**src/rtl/fir_mc_pkg.sv**
```systemverilog
// Shared types and arithmetic helpers for the time-multiplexed multi-channel FIR.
package fir_mc_pkg;

  typedef enum logic [1:0] {
    ST_IDLE = 2'd0,
    ST_MAC  = 2'd1,
    ST_OUT  = 2'd2
  } state_e;

  // Working width for the rounding/saturation helper. Wide enough that the
  // rounding offset can never overflow any accumulator this block is built with.
  localparam int RS_W = 64;

  typedef struct packed {
    logic            sat;
    logic [RS_W-1:0] y;
  } rs_t;

  // Accumulator width that holds TAPS full-precision products without overflow.
  function automatic int acc_width(input int ipl, input int cel, input int taps);
    return ipl + cel + $clog2(taps);
  endfunction

  // Round half up, arithmetic shift right, then clamp to a signed opl-bit range.
  function automatic rs_t round_sat(input logic signed [RS_W-1:0] acc,
                                    input int shift,
                                    input int opl);
    rs_t                    res;
    logic signed [RS_W-1:0] one;
    logic signed [RS_W-1:0] r;
    logic signed [RS_W-1:0] hi;
    logic signed [RS_W-1:0] lo;
    one = RS_W'(1);
    r   = acc;
    if (shift > 0) begin
      r = r + (one <<< (shift - 1));
    end
    r   = r >>> shift;
    hi  = (one <<< (opl - 1)) - one;
    lo  = -hi - one;
    res.sat = 1'b0;
    res.y   = r;
    if (r > hi) begin
      res.sat = 1'b1;
      res.y   = hi;
    end else if (r < lo) begin
      res.sat = 1'b1;
      res.y   = lo;
    end
    return res;
  endfunction

endpackage

```
**src/rtl/fir_mc_round_sat.sv**
```systemverilog
// Combinational output stage: rounds, scales and saturates the accumulator.
module fir_mc_round_sat
  import fir_mc_pkg::*;
#(
  parameter int ACC_W = 18,
  parameter int OPL   = 16,
  parameter int SHIFT = 0
) (
  input  logic signed [ACC_W-1:0] acc_i,
  output logic signed [OPL-1:0]   y_o,
  output logic                    sat_o
);

  logic signed [RS_W-1:0] acc_ext;
  rs_t                    rs;
  logic                   unused_hi;

  // Sign-extend into the helper's working width and apply round/shift/clamp.
  always_comb begin
    acc_ext   = RS_W'(acc_i);
    rs        = round_sat(acc_ext, SHIFT, OPL);
    y_o       = rs.y[OPL-1:0];
    sat_o     = rs.sat;
    unused_hi = ^rs.y[RS_W-1:OPL];
  end

endmodule

```
**src/rtl/fir_mc.sv**
```systemverilog
// Time-multiplexed multi-channel signed FIR with one shared multiplier,
// per-channel delay lines and run-time writable shared coefficients.
//
//   state   | meaning
//   --------+-----------------------------------------------------------
//   IDLE    | ready for a sample; coefficient writes accepted here only
//   MAC     | one multiply-accumulate per cycle, tap index k = 0..TAPS-1
//   OUT     | register rounded/saturated result, pulse out_valid
module fir_mc
  import fir_mc_pkg::*;
#(
  parameter  int IPL   = 8,
  parameter  int CEL   = 8,
  parameter  int OPL   = 16,
  parameter  int TAPS  = 4,
  parameter  int CH    = 2,
  parameter  int SHIFT = 0,
  localparam int CHW   = (CH > 1) ? $clog2(CH) : 1,
  localparam int KW    = $clog2(TAPS)
) (
  input  logic                  clk,
  input  logic                  rst,
  input  logic                  in_valid,
  output logic                  in_ready,
  input  logic [CHW-1:0]        in_ch,
  input  logic signed [IPL-1:0] X,
  input  logic                  coef_we,
  input  logic [KW-1:0]         coef_addr,
  input  logic signed [CEL-1:0] coef_data,
  output logic                  out_valid,
  output logic [CHW-1:0]        out_ch,
  output logic signed [OPL-1:0] Y,
  output logic                  Y_sat
);

  localparam int ACC_W = acc_width(IPL, CEL, TAPS);
  localparam int PW    = IPL + CEL;

  state_e                  state_q;
  logic [KW-1:0]           k_q;
  logic [CHW-1:0]          ch_q;
  logic signed [ACC_W-1:0] acc_q;
  logic signed [ACC_W-1:0] acc_d;

  logic signed [CEL-1:0]   coef_q [TAPS];
  logic signed [IPL-1:0]   hist_q [CH][TAPS];

  logic                    accept;
  logic                    ch_ok;
  logic                    coef_wr;
  logic signed [PW-1:0]    prod;
  logic signed [OPL-1:0]   y_next;
  logic                    sat_next;

  // Ready only in IDLE and never while reset is held, so the front-end sees
  // the block become ready on the very first cycle after release.
  assign in_ready = (state_q == ST_IDLE) && !rst;
  assign accept   = in_valid && in_ready;
  // Out-of-range channel tags complete the handshake but are otherwise ignored.
  assign ch_ok    = (int'(in_ch) < CH);
  assign coef_wr  = coef_we && (state_q == ST_IDLE) && (int'(coef_addr) < TAPS);

  // Single shared multiplier feeding the full-precision accumulator.
  always_comb begin
    prod  = PW'(coef_q[k_q]) * PW'(hist_q[ch_q][k_q]);
    acc_d = acc_q + ACC_W'(prod);
  end

  fir_mc_round_sat #(
    .ACC_W (ACC_W),
    .OPL   (OPL),
    .SHIFT (SHIFT)
  ) u_round_sat (
    .acc_i (acc_q),
    .y_o   (y_next),
    .sat_o (sat_next)
  );

  // Sequencer: accept, run TAPS MAC cycles, then register the output sample.
  always_ff @(posedge clk) begin
    if (rst) begin
      state_q   <= ST_IDLE;
      k_q       <= '0;
      ch_q      <= '0;
      acc_q     <= '0;
      out_valid <= 1'b0;
      out_ch    <= '0;
      Y         <= '0;
      Y_sat     <= 1'b0;
    end else begin
      out_valid <= 1'b0;
      case (state_q)
        ST_IDLE: begin
          if (accept && ch_ok) begin
            ch_q    <= in_ch;
            acc_q   <= '0;
            k_q     <= '0;
            state_q <= ST_MAC;
          end
        end
        ST_MAC: begin
          acc_q <= acc_d;
          k_q   <= k_q + 1'b1;
          if (k_q == KW'(TAPS - 1)) begin
            state_q <= ST_OUT;
          end
        end
        ST_OUT: begin
          Y         <= y_next;
          Y_sat     <= sat_next;
          out_ch    <= ch_q;
          out_valid <= 1'b1;
          state_q   <= ST_IDLE;
        end
        default: state_q <= ST_IDLE;
      endcase
    end
  end

  // Coefficient register file; writes outside IDLE or past the last tap are dropped.
  always_ff @(posedge clk) begin
    if (rst) begin
      for (int k = 0; k < TAPS; k++) begin
        coef_q[k] <= '0;
      end
    end else if (coef_wr) begin
      coef_q[coef_addr] <= coef_data;
    end
  end

  // Per-channel delay lines; the accepted sample becomes x[0] of its channel.
  always_ff @(posedge clk) begin
    if (rst) begin
      for (int c = 0; c < CH; c++) begin
        for (int k = 0; k < TAPS; k++) begin
          hist_q[c][k] <= '0;
        end
      end
    end else if (accept && ch_ok) begin
      for (int k = TAPS - 1; k > 0; k--) begin
        hist_q[in_ch][k] <= hist_q[in_ch][k-1];
      end
      hist_q[in_ch][0] <= X;
    end
  end

endmodule

```
**config.mk**
```make
export PLATFORM = sky130hd
export DESIGN_NAME = fir_mc
export DESIGN_NICKNAME = d
export VERILOG_FILES = /design/src/rtl/fir_mc_pkg.sv /design/src/rtl/fir_mc_round_sat.sv /design/src/rtl/fir_mc.sv
export SDC_FILE = /design/constraint.sdc
export NUM_CORES = 1
export LEC_CHECK = 0
export CORE_MARGIN = 5
export CORE_UTILIZATION = 50
export CTS_CLUSTER_SIZE = 12
export DETAILED_ROUTE_END_ITERATION = 8
export PLACE_DENSITY = 0.69
export SLEW_MARGIN = 30
export SYNTH_ARGS = -nofsm -noshare
export SYNTH_HDL_FRONTEND = slang
export SYNTH_SLANG_ARGS = --single-unit
```
**constraint.sdc**
```tcl
create_clock -name clk -period 7.1 [get_ports clk]
set_input_delay 1.42 -clock clk [delete_from_list [all_inputs] [get_ports clk]]
set_output_delay 1.42 -clock clk [all_outputs]
set_load 0.005 [all_outputs]
```
==> metrics list <==
- The run finished with clean final reports.
- Setup violations remaining at the end of the flow were counted as 0.
* Number of DRC markers in iteration 0: just under 400
* Mapped Avg Cell Area: 11.5 µm²
* Core region area: 18,600 µm²
* Die area: approximately 22,000 µm²
- The number of nets handed over by synthesis was 960.
* WP data required: 7.40 ns
- After clock tree synthesis, the clock-pin slew on the worst setup and hold paths is 0.06 ns.
- After synthesis the cells add up to between 9000 and 10,000 µm².
- The worst path in the final design needs a cycle of 6.32 ns, including I/O delays and setup.
- Summing the sequential cell areas from Yosys gives between 40% and 50% of the chip area.
- Fmax: 158 MHz
- The first global-routing pass estimated about 32 mm of wire.
- The total count of hold-check failures in the final report was 0.
* Relative slew slack: ~38%
- Ys flop type: edfxtp_1
- The critical path is of the flop to flop type.
* Combinational share of power: 46.9%
* RSZ-0062 raised after global routing: false
- Clock buffers created by TritonCTS: 17
- Remaining routing DRC violations: 0
* Number of H-tree levels: 4
* IO Count: 43
- Share of the synthesized area in the top cell type: 30.8%
* Max Clock Skew: 0.0126 ns
- Hold buffer count at cts: 0
- Most frequent standard cell in the layout excluding fill and tap cells: edfxtp_1
- Worst hold margin: 0.450 ns
- Post-DP HPWL: about 14 mm
* Final wirelength: roughly 20 mm
- For this run, the number of Yosys warnings is 0.
- Across every metal layer, demand over resource in global routing totals 18.8%.
* Number of max-capacitance violations reported: 0
- Initial antenna violation count: 0
- Along the worst hold path, the cell count comes to 2.
- Once routing completed, OpenROAD measured the worst setup slack at 0.784 ns.
* # diodes: 0
- Period utilisation layout: 89.0%
* Number of different library cells in the post-synthesis netlist: 53
- The path class of the tightest hold or removal check is flop to flop.
- Buffers placed on the I/O ports in this run total 42.
- Summing over every cut layer, the via total after detailed routing is 6,064.
- Total number of clock tree sinks: 141
* Critical path endpoint category: flop
- Sw Ratio: 38.5%
- Clock group share of total power: 25.6%
- The worst setup path is launched from a flop.
- Gr ovfl total: 0
* Seq pwr share: 27.6%
- Max-slew violations: 0
* Net count, final: about 1k
- Drt via density: 5.51
- Share of synthesized flip-flops with an asynchronous set or reset: 0%
- At the end of routability-driven placement, the weighted congestion stood at 0.834.
- CP Data Arrival Time: 6.62 ns
* CTS tree: yes
* VDD IR-drop max: 0.000203 V
* Pin count of the biggest net entering global routing: 44
- #FFs+latches synth: 141
- Adding up every negative setup slack in the final design gives 0 ns.
- Pre-CTS worst setup slack: ~0.80 ns
* CP Max Fanout: 11
* Number of global-route vias before repair: between 6k and 7k
* Clock latency on the worst-skew pair: 0.43 ns
- The post-route netlist has between 10% and 20% of its cells at a drive strength greater than 1.
* Post-CTS Setup Inserts: 0
- Lkg Pwr: 4.45 nW
* Row count: 50
* Number of flops mapped to enable cells by yosys: 96
- The layout has 1,542 filler cells.
* Areal power density over the cells: 337 nW/µm²
- The root buffer cell chosen for the clock tree is clkbuf_16.
- For this configuration, the core starts out at a cell density of 50.4%.
* Tightest Pin Transition: approximately 0.9 ns
* Longest Clk Path Bufs: 2
- The largest total area in the synthesized netlist belongs to edfxtp_1.
* Initial DRT Pass Iterations: 5
* Internal power of the cells: 2.20 mW
* Number of cells on the worst reg-to-reg path: 17
- Residual antenna-violating net count after detailed routing: 0
- Compared with the post-synthesis result, the final layout area differs by 13.3%.
* Top area cells in the synthesized netlist: edfxtp_1 (31%), fa_1 (17%), dfxtp_1 (9.6%)
- In the layout the commonest cells are edfxtp_1 (96), inv_1 (92), fa_1 (80), nor2_1 (66), and2_1 (60).
* Post-cts repair resize count: 0
- The die is between 100 and 150 µm tall.
- Switching power of the nets: 1.38 mW
* Post-synthesis instance total: 814
* Die span in x: around 150 µm
- Dividing the detail-routed wire length by the instance count gives 17.7 µm.
cells by family after synthesis:
kind of cell,synth area share (%)
simple gates,13.6
flops,40.4
buf+inv,5.21
fa+ha+maj,22.8
compound gates,6.50
mux,10.3
xor+xnor,1.21
critical path, stage by stage (launching register included):
cell and delay, ns:
dfxtp_1 0.66, mux4_2 0.56, mux2_2 0.37, and2_1 0.43, inv_1 0.16, fa_1 0.42, inv_1 0.09, fa_1 0.43
fa_1 0.47, fa_1 0.52, fa_1 0.49, ha_1 0.34, o21ai_0 0.14, o21ai_0 0.37, a31oi_1 0.25, o21ai_0 0.26
xnor2_1 0.14, o21ai_0 0.08
worst paths after layout:
path	from	endpoint	slack, ns
max	flop	acc_q[15]$_SDFFE_PP0P_	0.78
min	Y[14]$_SDFFE_PP0P_	Y[14]$_SDFFE_PP0P_	0.45
max reg2reg	flop	acc_q[15]$_SDFFE_PP0P_	0.78
min reg2reg	Y[14]$_SDFFE_PP0P_	Y[14]$_SDFFE_PP0P_	0.45
power by group through the flow:
stage	clock network [mW]	registers (mW)	logic, mW
floorplan	0	0.979	1.32
global placement	0	1.00	1.65
detailed placement	0	1.00	1.67
CTS	0.927	0.988	1.69
global route	0.959	0.995	1.91
finish	0.915	0.987	1.68
layer usage:
metal | vias to the layer above | global-route usage, % | routed length [µm]
met5 | - | 0 | 0
met4 | 0 | 4.47 | 202
met3 | 19 | 4.07 | 811
met2 | 133 | 32.7 | 10200
met1 | 3066 | 24.1 | 8260
li1 | 2846 | - | -
final cells by class:
| type | instances | area (µm²) | share of cell area, % |
|---|---|---|---|
| Clock inverter | 15 | 176 | 1.66 |
| Inverter | 93 | 349 | 3.29 |
| Timing Repair Buffer | 52 | 490 | 4.62 |
| Tap cell | 234 | 293 | 2.76 |
| Multi-Input combinational cell | 549 | 5100 | 48.1 |
| Sequential cell | 141 | 3780 | 35.6 |
| Clock buffer | 17 | 425 | 4.01 |
Yosys cell counts (19+ instances only):
library cell / n
edfxtp_1: 96
inv_1: 92
fa_1: 80
nor2_1: 66
and2_1: 60
nand2_1: 49
dfxtp_1: 45
ha_1: 43
o21ai_0: 36
mux2i_1: 33
a21oi_1: 29
clkbuf_1: 22
mux4_2: 19
flip-flops by register name, summed over array words and instances, names as in the netlist, named ones only:
name       count
ch_q           1
state_q        2
out_valid      1
Y             16
k_q            2
coef_q        32
hist_q        64
Y_sat          1
out_ch         1
acc_q         18
stage by stage:
stage	power, mW	instances	instance area [µm²]	utilization [%]
after floorplan	2.30	814	9370	-
after global placement	2.66	1069	10000	53.9
after detailed placement	2.67	1069	10000	53.9
after CTS	3.61	1101	10600	57.1
after global routing	3.86	1101	10600	57.2
final	3.58	1101	10600	57.2
Note: power is estimated with default switching activity, not from simulation.
